### config.mk
export PLATFORM = sky130hd
export DESIGN_NAME = univ_shift_reg
export DESIGN_NICKNAME = d
export VERILOG_FILES = /design/src/rtl/univ_shift_reg.sv
export SDC_FILE = /design/constraint.sdc
export NUM_CORES = 1
export LEC_CHECK = 0
export BUFFER_PORTS_ARGS = -buffer_cell sky130_fd_sc_hd__buf_4
export CAP_MARGIN = 20
export CELL_PAD_IN_SITES_DETAIL_PLACEMENT = 0
export CELL_PAD_IN_SITES_GLOBAL_PLACEMENT = 1
export CORE_UTILIZATION = 38
export CTS_CLUSTER_SIZE = 40
export DETAILED_ROUTE_END_ITERATION = 6
export PLACE_DENSITY = 0.79
export SLEW_MARGIN = 20
export SYNTH_ARGS = -nofsm -noshare
export SYNTH_HDL_FRONTEND = slang
export SYNTH_SLANG_ARGS = --single-unit
### constraint.sdc
create_clock -name clk -period 2.2 [get_ports clk]
set_clock_uncertainty 0.15 [all_clocks]
set_input_delay 0 -clock clk [delete_from_list [all_inputs] [get_ports clk]]
set_output_delay 0 -clock clk [all_outputs]
set_load 0.01 [all_outputs]
### src/rtl/univ_shift_reg.sv
// ============================================================================
// Module   : univ_shift_reg
// Purpose  : Parametrised universal shift register with hold, shift-right,
//            shift-left and parallel-load modes, plus a load-then-shift-N
//            burst sequencer with start/busy/done handshake.
// Options  : SHREG_ROTATE_EN - all shifts rotate instead of taking the serial inputs
// Revision : 1.0 - initial release
// ============================================================================
`default_nettype none

module univ_shift_reg #(
   parameter  int WIDTH = 8,
   localparam int CNT_W = $clog2(WIDTH + 1)
) (
   input  logic             clk,
   input  logic             rst,
   input  logic             en,
   input  logic [1:0]       mode,
   input  logic             sin_r,
   input  logic             sin_l,
   input  logic [WIDTH-1:0] pin,
   input  logic             start,
   input  logic             dir,
   input  logic [CNT_W-1:0] nshift,
   output logic [WIDTH-1:0] q,
   output logic             sout_r,
   output logic             sout_l,
   output logic             busy,
   output logic             done
);

   localparam logic [CNT_W-1:0] c_MAX_CNT = CNT_W'(WIDTH);
   localparam logic [1:0]       c_MODE_SHR  = 2'b01;
   localparam logic [1:0]       c_MODE_SHL  = 2'b10;
   localparam logic [1:0]       c_MODE_LOAD = 2'b11;

   typedef enum logic [1:0] {
      S_IDLE  = 2'd0,
      S_LOAD  = 2'd1,
      S_SHIFT = 2'd2
   } state_t;

   state_t           r_state;
   state_t           w_state_nxt;
   logic [WIDTH-1:0] r_q;
   logic [WIDTH-1:0] w_q_nxt;
   logic [CNT_W-1:0] r_count;
   logic [CNT_W-1:0] w_count_nxt;
   logic             r_dir;
   logic             w_dir_nxt;
   logic             r_done;
   logic             w_done_nxt;
   logic             w_fill_r;
   logic             w_fill_l;
   logic [WIDTH-1:0] w_shr;
   logic [WIDTH-1:0] w_shl;

`ifdef SHREG_ROTATE_EN
   logic w_unused_sin;
   assign w_unused_sin = sin_r ^ sin_l;
   assign w_fill_r     = r_q[0];
   assign w_fill_l     = r_q[WIDTH-1];
`else
   assign w_fill_r     = sin_r;
   assign w_fill_l     = sin_l;
`endif

   assign w_shr = {w_fill_r, r_q[WIDTH-1:1]};
   assign w_shl = {r_q[WIDTH-2:0], w_fill_l};

   always_ff @(posedge clk or negedge rst) begin
      if (!rst) begin
         r_state <= S_IDLE;
         r_q     <= '0;
         r_count <= '0;
         r_dir   <= 1'b0;
         r_done  <= 1'b0;
      end else begin
         r_state <= w_state_nxt;
         r_q     <= w_q_nxt;
         r_count <= w_count_nxt;
         r_dir   <= w_dir_nxt;
         r_done  <= w_done_nxt;
      end
   end

   always_comb begin
      w_state_nxt = r_state;
      w_q_nxt     = r_q;
      w_count_nxt = r_count;
      w_dir_nxt   = r_dir;
      w_done_nxt  = 1'b0;
      case (r_state)
         S_IDLE: begin
            if (start) begin
               w_q_nxt     = pin;
               w_dir_nxt   = dir;
               w_count_nxt = (nshift > c_MAX_CNT) ? c_MAX_CNT : nshift;
               w_state_nxt = S_LOAD;
            end else if (en) begin
               case (mode)
                  c_MODE_SHR:  w_q_nxt = w_shr;
                  c_MODE_SHL:  w_q_nxt = w_shl;
                  c_MODE_LOAD: w_q_nxt = pin;
                  default:     w_q_nxt = r_q;
               endcase
            end
         end
         // The loaded word sits for one cycle so a zero-length burst still pulses done.
         S_LOAD: begin
            if (r_count == '0) begin
               w_done_nxt  = 1'b1;
               w_state_nxt = S_IDLE;
            end else begin
               w_state_nxt = S_SHIFT;
            end
         end
         S_SHIFT: begin
            w_q_nxt     = r_dir ? w_shl : w_shr;
            w_count_nxt = r_count - CNT_W'(1);
            if (r_count == CNT_W'(1)) begin
               w_done_nxt  = 1'b1;
               w_state_nxt = S_IDLE;
            end
         end
         default: w_state_nxt = S_IDLE;
      endcase
   end

   assign q      = r_q;
   assign sout_r = r_q[0];
   assign sout_l = r_q[WIDTH-1];
   assign busy   = (r_state != S_IDLE);
   assign done   = r_done;

endmodule

`default_nettype wire
; ---- Yosys cells after proc, flatten, opt, wreduce, memory -nomap -nowiden
; Cells that the tools add are included.
[classes]
n_addsub = 1
magnitude_cmp = 1
eq_ne = 10
muxes = 15
reduce_logical = 8
[op_table]
columns = cell, n
row1 = 2-to-1 mux 8 bit, 3
row2 = case mux 8 bit (3 select lines), 1
row3 = case mux 8 bit (2 select lines), 1
row4 = 2-to-1 mux 4 bit, 2
row5 = case mux 4 bit (2 select lines), 1
row6 = == test 2 bit (second input constant), 3
row7 = 2-to-1 mux 2 bit, 3
row8 = case mux 2 bit (3 select lines), 1
row9 = AND reduction 2 bit, 3
row10 = != test 5 x 2 -> 1 bit (second input constant), 1
row11 = == test 2 x 1 -> 1 bit (second input constant), 2
row12 = == test 4 x 1 -> 1 bit (second input constant), 1
row13 = greater-than comparator 4 bit (second input constant), 1
row14 = logical NOT 4 bit, 1
row15 = != test 2 bit (second input constant), 2
row16 = nonzero test 2 bit, 2
row17 = subtractor 4 x 1 -> 4 bit (second input constant), 1
row18 = != test 3 bit (second input constant), 1
row19 = AND reduction 3 bit, 1
row20 = logical NOT 2 bit, 1
row21 = 2-to-1 mux 1 bit, 2
row22 = case mux 1 bit (2 select lines), 1
[word_totals]
ff_bits = 16
in_bits = 21
out_inout_bits = 12
wordCells = 40

; ---- Depth between registers and ports, before layout
; Gate-level depths: netlist (run 1).
[depth]
word_depth = 5
depth_mapped = 8
mapped_depth_nobuf = 6

; ---- Worst setup path before layout (run 1)
; Ideal clock, no wire load.
[synth_path]
kind = reg2reg
startpoint = reg r_state[0]
endpoint = reg r_q[6], in the netlist q[6]
setup_time_ps = 82
arrival_time_ps = 1635
t_required_ps = 1968
path_slack_ps = 333
path_stages_with_launch = 8
synth_period_minus_slack_ps = 1867
path_cell_list = dfrtp_1 -> inv_1 -> ha_1 -> mux2i_4 -> nand2_8 -> buf_12 -> mux2i_1 -> a31oi_1
[synth_between]
elab_chain_len = 3
elab_cells_between_ends = 7
[synth_rtl]
columns = item, line
row1 = start: declaration, 43  ; state_t r_state;
row2 = start signal: assignment, 79  ; r_state <= w_state_nxt;
row3 = logical NOT 2 bit / == test 2 bit (equally long branches), 93  ; case (r_state)
row4 = != test 5 x 2 -> 1 bit (no line) (tied with other cells), n/a
row5 = AND reduction 3 bit (no line), n/a
row6 = end signal: assignment, 80  ; r_q <= w_q_nxt;
row7 = end: declaration, 45  ; logic [WIDTH-1:0] r_q;
; Parallel ways exist; a longest one is shown, timed or not.
; A chain may end at the register's enable or synchronous reset.

; ---- Worst setup path in the final report (run 1)
[layout_path]
startpoint = reg r_state[1]
endpoint = reg r_dir
[layout_between]
elab_chain_len = 2
[layout_rtl]
columns = item, line
row1 = logical NOT 2 bit, 93
row2 = AND reduction 2 bit (no line), n/a
row3 = end signal: assignment, 82  ; r_dir <= w_dir_nxt;
row4 = end: declaration, 49  ; logic r_dir;
; Every way passes these cells.

==> results of run 1 <==
what timing repair did:
action                    in CTS  in global routing
resized for setup              0                  0
buffers inserted               0                  0
hold endpoints to repair      28                  0
hold buffers                  15                  0
worst max-delay path, stage by stage, from the launching register on:
cell and delay, ns:
dfrtp_1 0.39, inv_1 0.12, ha_1 0.32, nand2_1 0.09
mux2_2 0.27, dlygate4sd3_1 0.54
cells by family after synthesis:
family	after synthesis	synth area share (%)
AND/OR/NAND/NOR	35	14.0
AO/OA/AOI/OAI	29	18.5
multiplexers	20	18.7
adder cells (fa/ha/maj)	6	6.46
buffers and inverters	17	7.86
flip-flops	16	34.4
area by class of cell:
| class | instances | area, um^2 | share of cell area [%] |
|---|---|---|---|
| tap | 31 | 38.8 | 2.47 |
| inverter | 9 | 33.8 | 2.15 |
| clock buffer | 3 | 22.5 | 1.43 |
| timing repair buffer | 49 | 405 | 25.8 |
| sequential | 16 | 400 | 25.5 |
| multi-input combinational | 90 | 671 | 42.7 |
metal layers:
layer  track usage, %  up-vias
met1             22.4      515
met4             3.14        0
met2             31.3       26
met3             4.76        2
li1                 -      535
met5                0        -
stage by stage:
stage	total power (uW)	worst slack, ns	cell area [um^2]	instances
2_1_floorplan	1500	0.333	1160	123
3_3_place_gp	1770	0.291	1400	180
3_5_place_dp	1790	0.247	1400	180
4_1_cts	1990	0.200	1570	198
5_1_grt	2150	0.0440	1570	198
6_report	1970	0.200	1570	198
where the power goes:
group / switching (uW) / leakage [uW] / internal (uW)
clock: 89.8 / 0.0000138 / 63.6
sequential: 205 / 0.000187 / 439
combinational: 564 / 0.000540 / 613
sequential cells by signal, indices dropped and copies added (netlist names):
| signal | count |
|---|---|
| r_state | 2 |
| q | 8 |
| r_dir | 1 |
| done | 1 |
| r_count | 4 |
how the worst max path moves through the flow:
stage | from | to | slack, ns | depth (start not counted)
6_report | r_state[1] | r_dir | 0.20 | 5
5_1_grt | r_state[1] | q[3] | 0.04 | 6
4_1_cts | r_state[1] | r_dir | 0.20 | 5
3_5_place_dp | r_state[1] | q[0] | 0.25 | 6
3_3_place_gp | r_state[0] | r_count[0] | 0.29 | 5
2_1_floorplan | r_state[0] | q[6] | 0.33 | 7
synth_stat cells (all sizes together):
library cell  count
nand2            22
dfrtp            16
mux2i            16
a221oi            9
inv               9
a31oi             8
buf               6
ha                6
nor2              6
mux2              4
a21oi             3
nor3              3
clkbuf            2
o22a              2
a2111oi           1
a211o             1
a21o              1
a22oi             1
a2bb2oi           1
and3              1
nand2b            1
nand3             1
nor4b             1
o211ai            1
o21ai             1
==> flow_metrics.py, run 1 <==
metrics = {
    "status": {
        "status": "complete, but fails checks",
        "violations": "DRC",
    },
    "worst_setup_path": {
        "r2r_cells": 5,
        "cp_max_fo": 5,
        "r2r-start": "r_state[1]",
        "required_ns": 2.23,
        "r2r_slack_ns": 0.20,
        "r2r_end": "r_dir",
        "startpoint_type": "flip-flop",
        "crit_arrival_ns": 2.03,
        "endpoint_kind": "flip-flop",
        "path_class": "flip-flop to flip-flop",
    },
    "yosys": {
        "ys_ff_latch": 16,
        "synthesis.instances": 123,
        "ys_seq_area_share_pct": 34.4,
        "avgSynthCellArea_um2": 9.45,
        "netlist_area_um2": 1160,
        "synth_warnings": 0,
        "synth_top_cell_by_area": "dfrtp_1",
        "yosysTopAreaCellShare_pct": 34.4,
        "synth_nets": 150,
        "synth.area.top_cells": "dfrtp_1 (34%), mux2i_1 (13%), a221oi_1 (6.8%), nand2_1 (6.8%), ha_1 (6.5%)",
        "synth_cell_types": 29,
    },
    "drt": {
        "num_vias": 1078,
        "wl_met3_um": 100,
        "wirelength_um": 2770,
        "dr_wl_met2_um": 1420,
        "dr.first_iter.drc_count": 65,
        "wl_met1_um": 1240,
        "detail-route-antenna-nets": 0,
        "drc": 9,
        "first_pass_iters": 6,
        "dr.max_layer_used": "met4",
        "routedWlPerCell_um": 14.0,
        "via_per_inst": 5.44,
    },
    "place": {
        "routabilityCongestion": 0.770,
        "portBuffers": 32,
        "dpl.hpwl_um": 1900,
    },
    "global_routing": {
        "grtUsageTotal_pct": 17.9,
        "antenna_found_initial": 0,
        "grt_max_degree": 17,
        "grt-ovfl-total": 0,
        "grt_pass1_wl_um": 4490,
        "first_global_vias": 1004,
    },
    "clocking": {
        "cts_root_buf": "clkbuf_4",
        "cts_tree": "yes",
        "cts_buffers": 3,
        "clk_pin_slew_ns": 0.09,
        "cts_max_path_buffers": 2,
        "clock-sinks": 16,
        "clock_latency_ns": 0.28,
        "cts_max_level": 1,
    },
    "cells_and_area": {
        "final_cell_mix": "buf_4 (34), nand2_1 (21), dfrtp_1 (16)",
        "area_delta_synth_final_pct": 35.2,
        "layout_commonest_cell": "buf_4",
        "antenna_cells": 0,
        "final_util_pct": 55.6,
        "nFillCells": 254,
        "layout-drive-gt1-share_pct": 25.7,
        "fin_nets": 196,
    },
    "die": {
        "start_util_pct": 41.1,
        "die-area_um2": 3280,
        "rows": 19,
        "pin_count": 33,
        "fp.coreArea_um2": 2830,
        "die_x_um": 57.3,
        "die_y_um": 57.3,
    },
    "timing": {
        "slew_violations": 0,
        "rsz0062_at_grt": "no",
        "whs_ns": 0.0210,
        "final-hold-violation-count": 0,
        "period_share_pct": 90.9,
        "max_freq_mhz": 500,
        "tns_ns": 0,
        "finalCriticalPeriod_ns": 2.00,
        "setup_viol": 0,
        "worst_slew_pin_slew_ns": 0.770,
        "slew_headroom_pct": 48.5,
    },
    "pwr": {
        "power-per-cell-area_nw_per_um2": 1260,
        "peakVddDrop_uv": 595,
        "p_leak_uw": 0.000741,
    },
    "min_path": {
        "min_from": "nshift[2]",
        "hold_depth": 4,
        "hold_end": "r_count[2]",
        "hold_class": "input port to flip-flop",
    },
    "run": {
        "drv_cap": 0,
    },
}
Note: power is estimated with default switching activity, not from simulation.
==> run 2, diff against run 1 <==
Settings changed: CORE_ASPECT_RATIO set to 1.1.
==> flow_metrics.py, run 2 (synthesis results as in run 1) <==
metrics = {
    "status": {
        "status": "complete, no violations",
    },
    "cells_and_area": {
        "largest_reg_flops": 8,
        "final_cells": 202,
        "final_cell_mix": "buf_4 (34), nand2_1 (21), dfrtp_1 (16), dlygate4sd3_1 (16), mux2i_1 (15)",
        "antenna_cells": 0,
        "layout_commonest_cell": "buf_4",
        "nFillCells": 252,
        "seqCellArea_um2": 400,
        "area_delta_synth_final_pct": 37.5,
        "layout-drive-gt1-share_pct": 26.0,
        "fin_nets": 197,
        "multi_input_area_um2": 671,
    },
    "place": {
        "routabilityCongestion": 0.745,
        "dpl.hpwl_um": 1860,
        "place_inst": 182,
        "portBuffers": 32,
    },
    "worst_setup_path": {
        "r2r_cells": 5,
        "crit_arrival_ns": 2.09,
        "r2r-start": "r_state[1]",
        "startpoint_type": "flip-flop",
        "required_ns": 2.23,
        "cp_max_fo": 5,
        "endpoint_kind": "flip-flop",
        "r2r_end": "r_dir",
        "path_class": "flip-flop to flip-flop",
        "r2r_slack_ns": 0.14,
    },
    "timing": {
        "slew_headroom_pct": 48.8,
        "setup_viol": 0,
        "rsz0062_at_grt": "no",
        "slew_violations": 0,
        "finalCriticalPeriod_ns": 2.06,
        "final-hold-violation-count": 0,
        "whs_ns": 0.0161,
        "max_freq_mhz": 486,
        "tns_ns": 0,
        "period_share_pct": 93.5,
        "worst_slew_pin_slew_ns": 0.766,
    },
    "drt": {
        "routedWlPerCell_um": 13.4,
        "first_pass_iters": 4,
        "drc": 0,
        "via_per_inst": 5.32,
        "dr.first_iter.drc_count": 33,
        "wirelength_um": 2710,
        "num_vias": 1074,
        "detail-route-antenna-nets": 0,
    },
    "clocking": {
        "clock_latency_ns": 0.29,
        "cts_root_buf": "clkbuf_4",
        "cts_max_path_buffers": 2,
        "cts_tree": "yes",
        "cts_max_level": 1,
        "postCtsHoldBufs": 16,
        "clk_pin_slew_ns": 0.10,
        "clock-sinks": 16,
        "cts_setup_buffers": 0,
        "cts_resized": 0,
        "cts_buffers": 3,
    },
    "global_routing": {
        "use_met2_pct": 33.4,
        "gr-usage-met1_pct": 23.4,
        "first_global_vias": 1029,
        "top_usage_layer": "met2",
        "antenna_found_initial": 0,
        "grtUsageTotal_pct": 19.4,
        "grtUsageMet3_pct": 2.54,
        "grt_pass1_wl_um": 4570,
        "grt_max_degree": 17,
        "grt-ovfl-total": 0,
    },
    "pwr": {
        "switching_share_pct": 42.9,
        "p_sw_uw": 867,
        "power-per-cell-area_nw_per_um2": 1270,
        "power.internal_uw": 1160,
        "power_frac_comb_pct": 58.5,
        "pwr-share-seq_pct": 31.6,
        "clockPowerShare_pct": 9.9,
        "peakVddDrop_uv": 643,
        "p_leak_uw": 0.000752,
    },
    "min_path": {
        "hold_depth": 3,
        "min_from": "start",
        "hold_end": "r_state[1]",
        "hold_class": "input port to flip-flop",
    },
    "die": {
        "pin_count": 33,
        "fp.coreArea_um2": 2830,
        "die-area_um2": 3280,
        "start_util_pct": 41.1,
        "rows": 20,
        "die_x_um": 54.7,
        "die_y_um": 60.0,
    },
    "run": {
        "drv_cap": 0,
    },
}
-- run 2: cell types whose count changed in the layout (fill, tap and decap cells not counted), sizes merged --
cell | before | now
clkbuf | 3 | 4
dlygate4sd3 | 15 | 16
-- run 2: area by class of cell --
| class | instances | area share [%] |
|---|---|---|
| Inverter | 9 | 2.11 |
| Sequential cell | 16 | 25.1 |
| Tap cell | 33 | 2.58 |
| Timing Repair Buffer | 50 | 26.0 |
| Multi-Input combinational cell | 90 | 42.0 |
| Clock buffer | 4 | 2.27 |
-- run 2: metrics by stage --
stage / util (%) / total power (uW) / worst slack (ns) / area (um^2)
detailed placement: 49.6 / 1790 / 0.252 / 1400
floorplan: - / 1500 / 0.333 / 1160
global route: 56.5 / 2230 / 0.0397 / 1600
CTS: 56.5 / 2030 / 0.194 / 1600
global placement: 49.6 / 1770 / 0.306 / 1400
finish: 56.5 / 2020 / 0.143 / 1600
-- run 2: critical path, cell delays in order, from the launching register on --
cell and delay (ns):
dfrtp_1 0.40, inv_1 0.12, ha_1 0.32, nand2_1 0.10
mux2_2 0.29, dlygate4sd3_1 0.56
-- run 2: power groups by stage --
stage / sequential (uW) / combinational, uW / clock (uW)
after detailed placement: 643 / 1150 / 0
after global placement: 641 / 1130 / 0
final: 639 / 1180 / 201
after global routing: 665 / 1340 / 220
after CTS: 638 / 1190 / 208
after floorplan: 602 / 896 / 0
-- run 2: how the worst max path moves through the flow --
| stage | startpoint | endpoint | slack [ns] | cells past startpoint |
|---|---|---|---|---|
| 2_1_floorplan | r_state[0] | q[6] | 0.33 | 7 |
| 3_3_place_gp | r_state[0] | r_count[0] | 0.31 | 5 |
| 3_5_place_dp | r_state[1] | q[5] | 0.25 | 6 |
| 4_1_cts | r_state[1] | r_dir | 0.19 | 5 |
| 5_1_grt | r_state[1] | r_dir | 0.04 | 5 |
| 6_report | r_state[1] | r_dir | 0.14 | 5 |
-- run 2: routing by layer --
layer	part of all wire, %	routed length (um)	vias up
li1	-	-	541
met1	45	1210	498
met2	50	1370	29
met3	3.1	85	6
met4	1.9	52	0
met5	0	0	-
==> run 3, diff against run 2 <==
Settings changed: BUFFER_PORTS_ARGS -buffer_cell sky130_fd_sc_hd__buf_4 to -buffer_cell sky130_fd_sc_hd__buf_2.
==> flow_metrics.py, run 3 (synthesis results as in run 1) <==
metrics = {
    "cells_and_area": {
        "fin_area_um2": 1510,
        "largest_reg_flops": 8,
        "seqCellArea_um2": 400,
        "area_delta_synth_final_pct": 29.7,
        "final_cell_mix": "buf_2 (32), nand2_1 (21), dfrtp_1 (16)",
        "final_cells": 201,
        "layout_commonest_cell": "buf_2",
        "multi_input_area_um2": 671,
        "nFillCells": 282,
        "layout-drive-gt1-share_pct": 26.2,
        "fin_nets": 196,
        "antenna_cells": 0,
    },
    "worst_setup_path": {
        "r2r_end": "r_dir",
        "startpoint_type": "flip-flop",
        "r2r_cells": 5,
        "endpoint_kind": "flip-flop",
        "crit_arrival_ns": 2.11,
        "cp_max_fo": 5,
        "path_class": "flip-flop to flip-flop",
        "r2r-start": "r_state[1]",
        "slowest_delay_ns": 0.55,
        "crit_slowest_cell": "dlygate4sd3_1",
        "path_cells": "inv_1, ha_1, nand2_1, mux2_2, dlygate4sd3_1",
        "required_ns": 2.23,
        "r2r_slack_ns": 0.11,
    },
    "clocking": {
        "clk_pin_slew_ns": 0.11,
        "cts_max_level": 1,
        "cts_buffers": 3,
        "clock-sinks": 16,
        "cts_resized": 0,
        "cts_max_path_buffers": 2,
        "cts_tree": "yes",
        "clock_latency_ns": 0.29,
        "cts_root_buf": "clkbuf_4",
    },
    "place": {
        "dpl.hpwl_um": 1880,
        "portBuffers": 32,
        "place_inst": 182,
        "pre_cts_ws_ns": 0.204,
        "placed_area_um2": 1320,
        "routabilityCongestion": 0.748,
    },
    "status": {
        "status": "complete, but fails checks",
        "violations": "hold timing",
    },
    "die": {
        "fp.coreArea_um2": 2830,
        "die_y_um": 60.0,
        "rows": 20,
        "start_util_pct": 41.1,
        "pin_count": 33,
        "die_x_um": 54.7,
        "die-area_um2": 3280,
    },
    "timing": {
        "finalCriticalPeriod_ns": 2.09,
        "tns_ns": 0,
        "final-hold-violation-count": 9,
        "setup_viol": 0,
        "max_freq_mhz": 479,
        "rsz0062_at_grt": "no",
        "setup_ws_ns": 0.112,
        "slew_headroom_pct": 66.5,
        "slew_violations": 0,
        "period_share_pct": 94.9,
        "whs_ns": -0.00344,
        "worst_slew_pin_slew_ns": 0.500,
    },
    "drt": {
        "wirelength_um": 2780,
        "first_pass_iters": 4,
        "num_vias": 1082,
        "dr.first_iter.drc_count": 24,
        "routedWlPerCell_um": 13.8,
        "detail-route-antenna-nets": 0,
        "drc": 0,
        "via_per_inst": 5.38,
    },
    "global_routing": {
        "grt_pass1_wl_um": 4330,
        "grtUsageTotal_pct": 18.5,
        "grt_max_degree": 17,
        "grt-ovfl-total": 0,
        "first_global_vias": 964,
        "antenna_found_initial": 0,
    },
    "pwr": {
        "power-per-cell-area_nw_per_um2": 1300,
        "p_leak_uw": 0.000719,
        "peakVddDrop_uv": 676,
    },
    "min_path": {
        "hold_class": "input port to async pin",
    },
    "run": {
        "drv_cap": 0,
    },
}
-- run 3: changes by cell type in the layout (fill, tap and decap cells not counted), sizes merged --
cell | previous run | this run
dlygate4sd3 | 16 | 15
-- run 3: layout make-up --
| type | instances | share of cell area [%] |
|---|---|---|
| clock buffer | 4 | 2.41 |
| tap | 33 | 2.74 |
| inverter | 9 | 2.24 |
| sequential | 16 | 26.6 |
| multi-input combinational | 90 | 44.5 |
| timing repair buffer | 49 | 21.6 |
-- run 3: what timing repair did --
item | in CTS | in global routing
hold endpoints to repair | 29 | 0
buffers inserted | 0 | 0
endpoints found under the setup margin | 0 | 0
hold buffers | 15 | 0
-- run 3: per-layer routing --
metal	wire (um)	track usage, %	share of wire [%]
met2	1420	32.7	51
met4	23	6.59	0.83
met1	1210	22.2	44
met3	115	2.29	4.1
met5	0	0	0
-- run 3: how the worst max path moves through the flow --
stage	start	to	slack, ns
finish	r_state[1]	r_dir	0.11
global route	r_state[1]	r_dir	0.007
CTS	r_state[1]	r_dir	0.17
detailed placement	r_state[1]	q[6]	0.20
global placement	r_state[0]	r_count[0]	0.30
floorplan	r_state[0]	q[6]	0.33
-- run 3: critical path, delay by kind of cell (launching register included) --
kind / cells / cell delay (ns)
mux: 1 / 0.30
simple gates: 1 / 0.13
flops: 1 / 0.39
fa+ha+maj: 1 / 0.34
buf+inv: 2 / 0.68
-- run 3: power breakdown --
group          switching [uW]  leakage (uW)  internal [uW]
registers                 197      0.000187            439
logic                     570      0.000511            552
clock network             101     0.0000210            101
-- run 3: per-stage QoR --
| step | power, uW | util (%) |
|---|---|---|
| after floorplan | 1500 | - |
| after global placement | 1700 | 46.7 |
| after detailed placement | 1730 | 46.7 |
| after CTS | 1960 | 53.3 |
| after global routing | 2130 | 53.3 |
| final | 1960 | 53.3 |
